[config.mk]
export PLATFORM = sky130hd
export DESIGN_NAME = pnl_bram_arbiter
export DESIGN_NICKNAME = d
export VERILOG_FILES = /design/src/rtl/pnl_pkg.sv /design/src/rtl/rr_pick.sv /design/src/rtl/pnl_bram_arbiter.sv
export SDC_FILE = /design/constraint.sdc
export NUM_CORES = 1
export LEC_CHECK = 0
export BUFFER_PORTS_ARGS = -buffer_cell sky130_fd_sc_hd__buf_2
export CAP_MARGIN = 20
export CORE_MARGIN = 2
export CORE_UTILIZATION = 35
export CTS_CLUSTER_SIZE = 28
export DETAILED_ROUTE_END_ITERATION = 8
export GPL_ROUTABILITY_DRIVEN = 0
export GPL_TIMING_DRIVEN = 0
export PLACE_DENSITY = 0.67
export SYNTH_ARGS = -nofsm -noshare
export SYNTH_HDL_FRONTEND = slang
export SYNTH_HIERARCHICAL = 1
export SYNTH_SLANG_ARGS = --single-unit
[constraint.sdc]
create_clock -name clk -period 7 [get_ports clk]
set_input_delay 1.4 -clock clk [delete_from_list [all_inputs] [get_ports clk]]
set_output_delay 1.4 -clock clk [all_outputs]
set_load 0.01 [all_outputs]
[src/rtl/pnl_pkg.sv]
// pnl_pkg: shared PNL BRAM geometry and the arbiter state encoding.
package pnl_pkg;
    localparam int PNL_BRAM_ADDR_SIZE_NB   = 15;
    localparam int PN__NB                  = 12;
    localparam int PN_PRECISION_NB         = 4;
    localparam int PN_SIZE_NB              = PN__NB + PN_PRECISION_NB;
    localparam int PNL_BRAM_DBITS_WIDTH_NB = PN_SIZE_NB;
    typedef enum logic [1:0] {IDLE, GRANTED, RELEASE} arb_state_t;
endpackage

[src/rtl/rr_pick.sv]
// rr_pick: rotating priority encoder, first set request at or above i_rr_ptr with wrap.
module rr_pick #(
    parameter int N = 4
) (
    input  logic [N-1:0]         i_req,
    input  logic [$clog2(N)-1:0] i_rr_ptr,
    output logic [N-1:0]         o_pick,
    output logic [$clog2(N)-1:0] o_idx,
    output logic                 o_any
);
    localparam int W = $clog2(N);
    logic [W-1:0] w_j;
    // Walk offsets from farthest to nearest so the nearest set bit wins.
    always_comb begin
        o_pick = '0;
        o_idx  = '0;
        o_any  = |i_req;
        w_j    = '0;
        for (int k = N - 1; k >= 0; k--) begin
            w_j = W'((int'(i_rr_ptr) + k) % N);
            if (i_req[w_j]) begin
                o_pick      = '0;
                o_pick[w_j] = 1'b1;
                o_idx       = w_j;
            end
        end
    end
endmodule

[src/rtl/pnl_bram_arbiter.sv]
// pnl_bram_arbiter: round-robin owner of the single PNL BRAM port, with a sticky hold watchdog.
module pnl_bram_arbiter
    import pnl_pkg::*;
#(
    parameter int NUM_REQ  = 4,
    parameter int HOLD_MAX = 65535
) (
    input  logic                                                 clk,
    input  logic                                                 reset_n,
    input  logic [NUM_REQ-1:0]                                   req,
    input  logic [NUM_REQ-1:0][PNL_BRAM_ADDR_SIZE_NB-1:0]        req_addr,
    input  logic [NUM_REQ-1:0][PNL_BRAM_DBITS_WIDTH_NB-1:0]      req_din,
    input  logic [NUM_REQ-1:0]                                   req_we,
    output logic [NUM_REQ-1:0]                                   grant,
    output logic [$clog2(NUM_REQ)-1:0]                           grant_id,
    output logic                                                 busy,
    output logic                                                 err_timeout,
    output logic [PNL_BRAM_ADDR_SIZE_NB-1:0]                     PNL_BRAM_addr,
    output logic [PNL_BRAM_DBITS_WIDTH_NB-1:0]                   PNL_BRAM_din,
    output logic                                                 PNL_BRAM_we,
    input  logic [PNL_BRAM_DBITS_WIDTH_NB-1:0]                   PNL_BRAM_dout
);
    localparam int IW = $clog2(NUM_REQ);
    localparam int HW = $clog2(HOLD_MAX + 1);

    arb_state_t          r_state, w_state_nx;
    logic [NUM_REQ-1:0]  r_grant, w_grant_nx, w_pick;
    logic [IW-1:0]       r_grant_id, w_id_nx, r_rr_ptr, w_ptr_nx, w_pick_idx;
    logic                r_busy, w_busy_nx, r_err, w_err_nx, w_any;
    logic [HW-1:0]       r_hold_cnt, w_hold_nx, w_hold_inc;
    logic                w_unused;

    assign w_unused = ^PNL_BRAM_dout;

    rr_pick #(.N(NUM_REQ)) u_pick (
        .i_req    (req),
        .i_rr_ptr (r_rr_ptr),
        .o_pick   (w_pick),
        .o_idx    (w_pick_idx),
        .o_any    (w_any)
    );

    assign w_hold_inc = (r_hold_cnt == HW'(HOLD_MAX)) ? r_hold_cnt : r_hold_cnt + 1'b1;

    always_comb begin
        w_state_nx = r_state;
        w_grant_nx = r_grant;
        w_id_nx    = r_grant_id;
        w_busy_nx  = r_busy;
        w_ptr_nx   = r_rr_ptr;
        w_hold_nx  = r_hold_cnt;
        w_err_nx   = r_err;
        case (r_state)
            IDLE: if (w_any) begin
                w_grant_nx = w_pick;
                w_id_nx    = w_pick_idx;
                w_busy_nx  = 1'b1;
                w_state_nx = GRANTED;
            end
            GRANTED: if (req[r_grant_id]) begin
                w_hold_nx = w_hold_inc;
                w_err_nx  = r_err | (w_hold_inc == HW'(HOLD_MAX));
            end else begin
                w_grant_nx = '0;
                w_busy_nx  = 1'b0;
                w_ptr_nx   = (r_grant_id == IW'(NUM_REQ - 1)) ? '0 : r_grant_id + 1'b1;
                w_hold_nx  = '0;
                w_state_nx = RELEASE;
            end
            default: w_state_nx = IDLE;
        endcase
    end

    always_ff @(posedge clk) begin
        if (!reset_n) begin
            r_state    <= IDLE;
            r_grant    <= '0;
            r_grant_id <= '0;
            r_busy     <= 1'b0;
            r_rr_ptr   <= '0;
            r_hold_cnt <= '0;
            r_err      <= 1'b0;
        end else begin
            r_state    <= w_state_nx;
            r_grant    <= w_grant_nx;
            r_grant_id <= w_id_nx;
            r_busy     <= w_busy_nx;
            r_rr_ptr   <= w_ptr_nx;
            r_hold_cnt <= w_hold_nx;
            r_err      <= w_err_nx;
        end
    end

    // Zero-latency mux: the owner sees the BRAM exactly as if directly wired.
    assign grant         = r_grant;
    assign grant_id      = r_grant_id;
    assign busy          = r_busy;
    assign err_timeout   = r_err;
    assign PNL_BRAM_addr = r_busy ? req_addr[r_grant_id] : '0;
    assign PNL_BRAM_din  = r_busy ? req_din[r_grant_id] : '0;
    assign PNL_BRAM_we   = r_busy & req_we[r_grant_id] & r_grant[r_grant_id];
endmodule

==> results.md, run 1 <==
* Status: completed
* Post-DP HPWL at 9.15 mm
* Global-route wire length before repair at 17.3 mm
* Starting Density at 0.361
* Setup bufs post-CTS at 0
* Fin worst setup slack at 2.86 ns
* IO Count at 190
* Post-layout min period at between 4 and 5 ns
* Pre-antenna DRT Iters at 4
* Delay-heaviest family, CP: buffers and inverters
* Number of vias per cell at ~5.6
* Least-Margin Pin Slew at 0.972 ns
* Hold Path Origin: err_timeout$_SDFFE_PN0P_
* Nets@finish at 692
* Filler cell count at 849
* Relative slew slack at 0.346
* Skew final at 0.00537 ns
* Unique masters post-synth at 63
* Layout area overhead at 33.3%
* Post-CTS sizing at 0
* Power density over the cells at about 130 nW/um^2
* PortBufs at between 150 and 200
* Syn_nets at 514
* Final max-slew violation count at 0
* Hold-fix buffers, CTS at 0
* Cell-by-cell listing of the critical path: buf_1, clkbuf_1, mux4_2, and2_1, buf_2
* Post-synth EDFFs at 0
* Post-synthesis sequential area ratio at 0.178
* CP max stage delay at around 0.61 ns
* CTS tree: done
* Post-Route WL at 11.1 mm
* Largest net degree at the start of global routing at 15
* Worst EP required at 5.60 ns
* Cts bufs inserted at 3
* Ys Warns at 6
* Total track usage at 0.221
* Launch point of the critical path: grant_id[0]$_SDFFE_PN0P_
* RSZ-0062 raised after global routing: false
* Post-synth ARST share at 0
* Final TNS setup at 0 ns
* Layout cells sized above 1 at 0.449
* Finished Layout Cells at 640
* Synth Area per Inst at 8.88 um^2
* Peak supply drop at 0.0000704 V
* Crit-path slowest cell: mux4_2
* Levels on crit path at 5
* Fin. Hold Viols at 0
* # setup viols final at 0
* Chip height at 98.8 um
* Rows at 34
* Hold crit path type: reg2reg
* Setup slack at placement at 3.07 ns
* Seq cells post-synth at 28
* Max clock buf depth at 2
* Maximum level of the CTS H-tree at 1
* Total number of vias at ~3600
* Chip width at around 100 um
* Synth Cell Area at 3140 um^2
* Period utilization at 0.592
* Cells on worst reg2reg path at 9
* Setup CP Type: reg2out
* Post-route antenna net violation count at 0
* Core area at approximately 8700 um^2
* Antenna violations before repair at 2
* CTS clk-pin slew, worst paths at around 0.1 ns
* Syn Inst Count at between 300 and 400
* Crit. End Element: primary output
* WP data arrival at between 2 and 3 ns
* Hold depth at 2
* Wire length per cell at about 17 um
* R2r startpoint: r_rr_ptr[1]$_SDFFE_PN0P_
* Total grt overflow at 0
* CTS sink cnt at 28
* Fin util at 0.481
* Worst skew pair latency at 0.28 ns
* Buf/Inv on CP at 3
* Clk root buf: clkbuf_8
* Vias in the first global route at 3514
* Max Clk Rate at 241 MHz
* Top FF cell, synth: dfxtp_1
* CP startpoint kind: flop
* Die area at 9760 um^2
* DRC viols at 0
* Leak pwr at 1.81 nW
* Tot Pwr at 0.546 mW
* Crit-path max FO at 10
* Max Cap Violations at 0
* First-iteration detailed-routing DRC count at 250
* Placed cell count at 635
[final timing paths]
kind | slack (ns) | to
setup / recovery | 2.86 | PNL_BRAM_din[12]
hold / removal | 0.47 | err_timeout$_SDFFE_PN0P_
setup reg to reg | 4.31 | grant[3]$_SDFFE_PN0P_
hold reg to reg | 0.47 | err_timeout$_SDFFE_PN0P_
[metal layers]
metal  vias to the layer above  wire length, um  global-route usage  share of wire
met3                        19              631              0.0340          0.057
li1                       1708                -                   -              -
met4                         0              295              0.0854          0.027
met1                      1699             4110               0.239           0.37
met5                         -                0                   0              0
met2                       138             6050               0.426           0.55
[synth_stat cells, types with 8 or more instances]
library cell | count | area share
clkbuf_1 | 13 | 0.016
nand2_1 | 32 | 0.038
a31oi_1 | 8 | 0.016
and2_1 | 35 | 0.070
nand3_1 | 14 | 0.022
a21oi_1 | 27 | 0.043
ha_1 | 10 | 0.040
o21ai_0 | 16 | 0.025
nor3_1 | 10 | 0.016
dfxtp_1 | 28 | 0.18
mux4_2 | 34 | 0.24
nor2_1 | 23 | 0.027
[final cells by class]
type,instances,area [um^2],area share
buffer,28,155,0.0370
timing repair buffer,173,866,0.207
tap,108,135,0.0322
clock buffer,3,41.3,0.00985
multi-input combinational,292,2410,0.574
antenna,2,5.00,0.00119
inverter,6,22.5,0.00537
sequential,28,561,0.134
[cells by family after synthesis]
| logic type | synth area share |
|---|---|
| buffers and inverters | 0.0565 |
| xor gates and xnor gates | 0.00557 |
| and+or+nand+nor | 0.262 |
| AOI/OAI and AO/OA | 0.180 |
| muxes | 0.278 |
| DFF | 0.178 |
| adders and majority gates | 0.0398 |
[cell usage in the layout (no fill, tap or decap), types with 8 or more instances in the layout]
cell      count
clkbuf_1     13
ha_1         10
nand3_1      14
a31oi_1       8
buf_2       177
nor2_1       23
dfxtp_1      28
nand2_1      32
o21ai_0      16
a21oi_1      27
nor3_1       10
mux4_2       34
and2_1       35
[worst min-delay path, delay by kind of cell (launching register included)]
family | cells | cell delay [ns]
flip-flops | 1 | 0.33
AND/OR/NAND/NOR | 1 | 0.06
AO/OA/AOI/OAI | 1 | 0.05
[report_power, final]
part,total [mW],switching [mW],leakage (nW),internal (mW)
clock network,0.0904,0.0516,0.0216,0.0388
logic,0.278,0.140,1.56,0.138
registers,0.177,0.00994,0.227,0.167
total,0.546,0.201,1.81,0.344
[registers in the layout, summed over array words and instances, names as in the netlist]
register and flops:
r_hold_cnt 16, busy 1, grant_id 2, r_rr_ptr 2, r_state 2, grant 4
err_timeout 1
[stage by stage]
stage	instance area (um^2)	hold slack (ns)
2_1_floorplan	3140	0.482
3_3_place_gp	4150	0.449
3_5_place_dp	4150	0.455
4_1_cts	4190	0.483
5_1_grt	4190	0.495
6_report	4190	0.473
Power figures use the tool's default switching activity.
==> run 2, diff against run 1 <==
--- a/config.mk
+++ b/config.mk
@@ -13,7 +13,7 @@
 export DETAILED_ROUTE_END_ITERATION = 8
 export GPL_ROUTABILITY_DRIVEN = 0
 export GPL_TIMING_DRIVEN = 0
-export PLACE_DENSITY = 0.67
+export PLACE_DENSITY = 0.7
 export SYNTH_ARGS = -nofsm -noshare
 export SYNTH_HDL_FRONTEND = slang
 export SYNTH_HIERARCHICAL = 1
==> constraint.sdc (replaced) <==
create_clock -name clk -period 3.55 [get_ports clk]
set_input_delay 0.71 -clock clk [delete_from_list [all_inputs] [get_ports clk]]
set_output_delay 0.71 -clock clk [all_outputs]
set_load 0.01 [all_outputs]
==> results.md, run 2 (same netlist as run 1, synthesis figures left out) <==
* Status: completed
* Skew final at 0.00810 ns (+0.00274 ns)
* Wire length per cell at 17.2 um (-0.43%)
* Antenna violations before repair at 1 (-1)
* Post-layout min period at 3.30 ns
* Nets@finish at 692 (unchanged)
* Largest net degree at the start of global routing at 17 (+2)
* Max clock buf depth at 2 (unchanged)
* Layout cells sized above 1 at 0.452 (+0.00292)
* Hold crit path type: reg2reg
* CP startpoint kind: flop
* Min Hold Slack at 0.481 ns (+0.00742 ns)
* Finished Cell Area at 4220 um^2 (+0.69%)
* Pre-antenna DRT Iters at 5 (+1)
* CP max stage delay at 0.61 ns (about the same)
* Global-route wire length before repair at 16.8 mm (-2.7%)
* Post-CTS sizing at 0 (unchanged)
* Hold-fix buffers, CTS at 0 (unchanged)
* CTS clk-pin slew, worst paths at 0.10 ns (about the same)
* WP data arrival at 2.59 ns (-0.15 ns)
* RSZ-0062 raised after global routing: false
* # setup viols final at 0 (unchanged)
* Chip width at 98.8 um (unchanged)
* Fin. Hold Viols at 0 (unchanged)
* Max FFs per register at 16 (unchanged)
* Total grt overflow at 0 (unchanged)
* Total number of vias at 3586 (+0.62%)
* IO Count at 190 (unchanged)
* Crit-path max FO at 10 (unchanged)
* Starting Density at 0.361 (unchanged)
* First-iteration detailed-routing DRC count at 185 (-26%)
* Cell-by-cell listing of the critical path: buf_1, buf_2, mux4_2, and2_1, buf_2
* Relative slew slack at 0.355 (+0.00934)
* Setup CP Type: reg2out
* Most frequent CP cell: buf_2
* Crit-path slowest cell: mux4_2
* Post-DP HPWL at 9.05 mm (-1.1%)
* Least-Margin Pin Slew at 0.958 ns (-0.0139 ns)
* Max Cap Violations at 0 (unchanged)
* Reg area at 561 um^2 (unchanged)
* Die area at 9760 um^2 (unchanged)
* CTS tree: done
* Period utilization at 0.930
* Filler cell count at 848 (-0.12%)
* Max Clk Rate at about 300 MHz
* Maximum level of the CTS H-tree at 1 (unchanged)
* Worst EP required at 2.84 ns (-2.76 ns)
* DRC viols at 0 (unchanged)
* Setup bufs post-CTS at 0 (unchanged)
* Peak supply drop at 0.000132 V (+87%)
* Leak pwr at 1.83 nW (+0.97%)
* Most common cell after layout, fill and taps aside: buf_2
* Worst skew pair latency at 0.28 ns (about the same)
* Crit. End Element: primary output
* Rows at 34 (unchanged)
* Layout area overhead at 34.2%
* Number of vias per cell at 5.60 (+0.62%)
* Post-Route WL at 11.0 mm (-0.43%)
* Commonest non-fill, non-tap cells in the layout: buf_2 (177), and2_1 (35), mux4_2 (34), nand2_1 (32), dfxtp_1 (28)
* Area of the multi-input gates at 2410 um^2 (unchanged)
* Core area at 8720 um^2 (unchanged)
* Cts bufs inserted at 3 (unchanged)
* Clk root buf: clkbuf_8
* Placed Instance Area at 4150 um^2 (unchanged)
* CTS sink cnt at 28 (unchanged)
* Final TNS setup at 0 ns (unchanged)
* PortBufs at 173 (unchanged)
* Vias in the first global route at 3489 (-0.71%)
* Post-route antenna net violation count at 0 (unchanged)
* Power density over the cells at 273 nW/um^2 (+110%)
* Final max-slew violation count at 0 (unchanged)
* Tot Pwr at 1.15 mW (+110%)
* Total track usage at 0.213 (-0.00826)
* Reg with most FFs: r_hold_cnt
* Chip height at 98.8 um (unchanged)
run 2: changes by cell type in the layout (fill, tap and decap cells not counted), sizes merged:
cell    delta
bufinv     +1
diode      -1
run 2: path summary, 6_finish.rpt:
path | from | to | slack [ns] | cells after the start
setup reg to reg | r_rr_ptr[1]$_SDFFE_PN0P_ | grant[0]$_SDFFE_PN0P_ | 0.86 | 9
hold reg to reg | err_timeout$_SDFFE_PN0P_ | err_timeout$_SDFFE_PN0P_ | 0.48 | 2
setup / recovery | grant_id[0]$_SDFFE_PN0P_ | PNL_BRAM_din[0] | 0.25 | 5
hold / removal | err_timeout$_SDFFE_PN0P_ | err_timeout$_SDFFE_PN0P_ | 0.48 | 2
run 2: metrics by stage:
stage / instances / setup WS, ns / util
after floorplan: 354 / 0.829 / -
after global placement: 635 / 0.372 / 0.475
after detailed placement: 635 / 0.354 / 0.475
after CTS: 639 / 0.0198 / 0.484
after global routing: 640 / 0.0520 / 0.484
final: 640 / 0.248 / 0.484
run 2: worst max-delay path, delay by kind of cell (launching register included):
family / cells / cell delay, ns
buf+inv: 3 / 1.09
flops: 1 / 0.43
mux: 1 / 0.61
simple gates: 1 / 0.18
run 2: power by group:
group	switching, mW	internal, mW	leakage [nW]
Sequential	0.0200	0.330	0.227
Combinational	0.272	0.273	1.56
Clock	0.107	0.151	0.0357
Total	0.399	0.754	1.83
run 2: metal layers:
metal  vias up  GRT usage  routed length, um
met5         -          0                  0
met4         0     0.0790                310
met3        24     0.0397                698
met2       164      0.401               5920
met1      1687      0.234               4110
li1       1711          -                  -
run 2: cell type report:
cell class,count,area share
antenna,1,0.000593
buffer,28,0.0371
clock buffer,3,0.00978
clock inverter,1,0.00712
inverter,6,0.00534
multi-input combinational,292,0.570
sequential,28,0.133
tap,108,0.0320
timing repair buffer,173,0.205
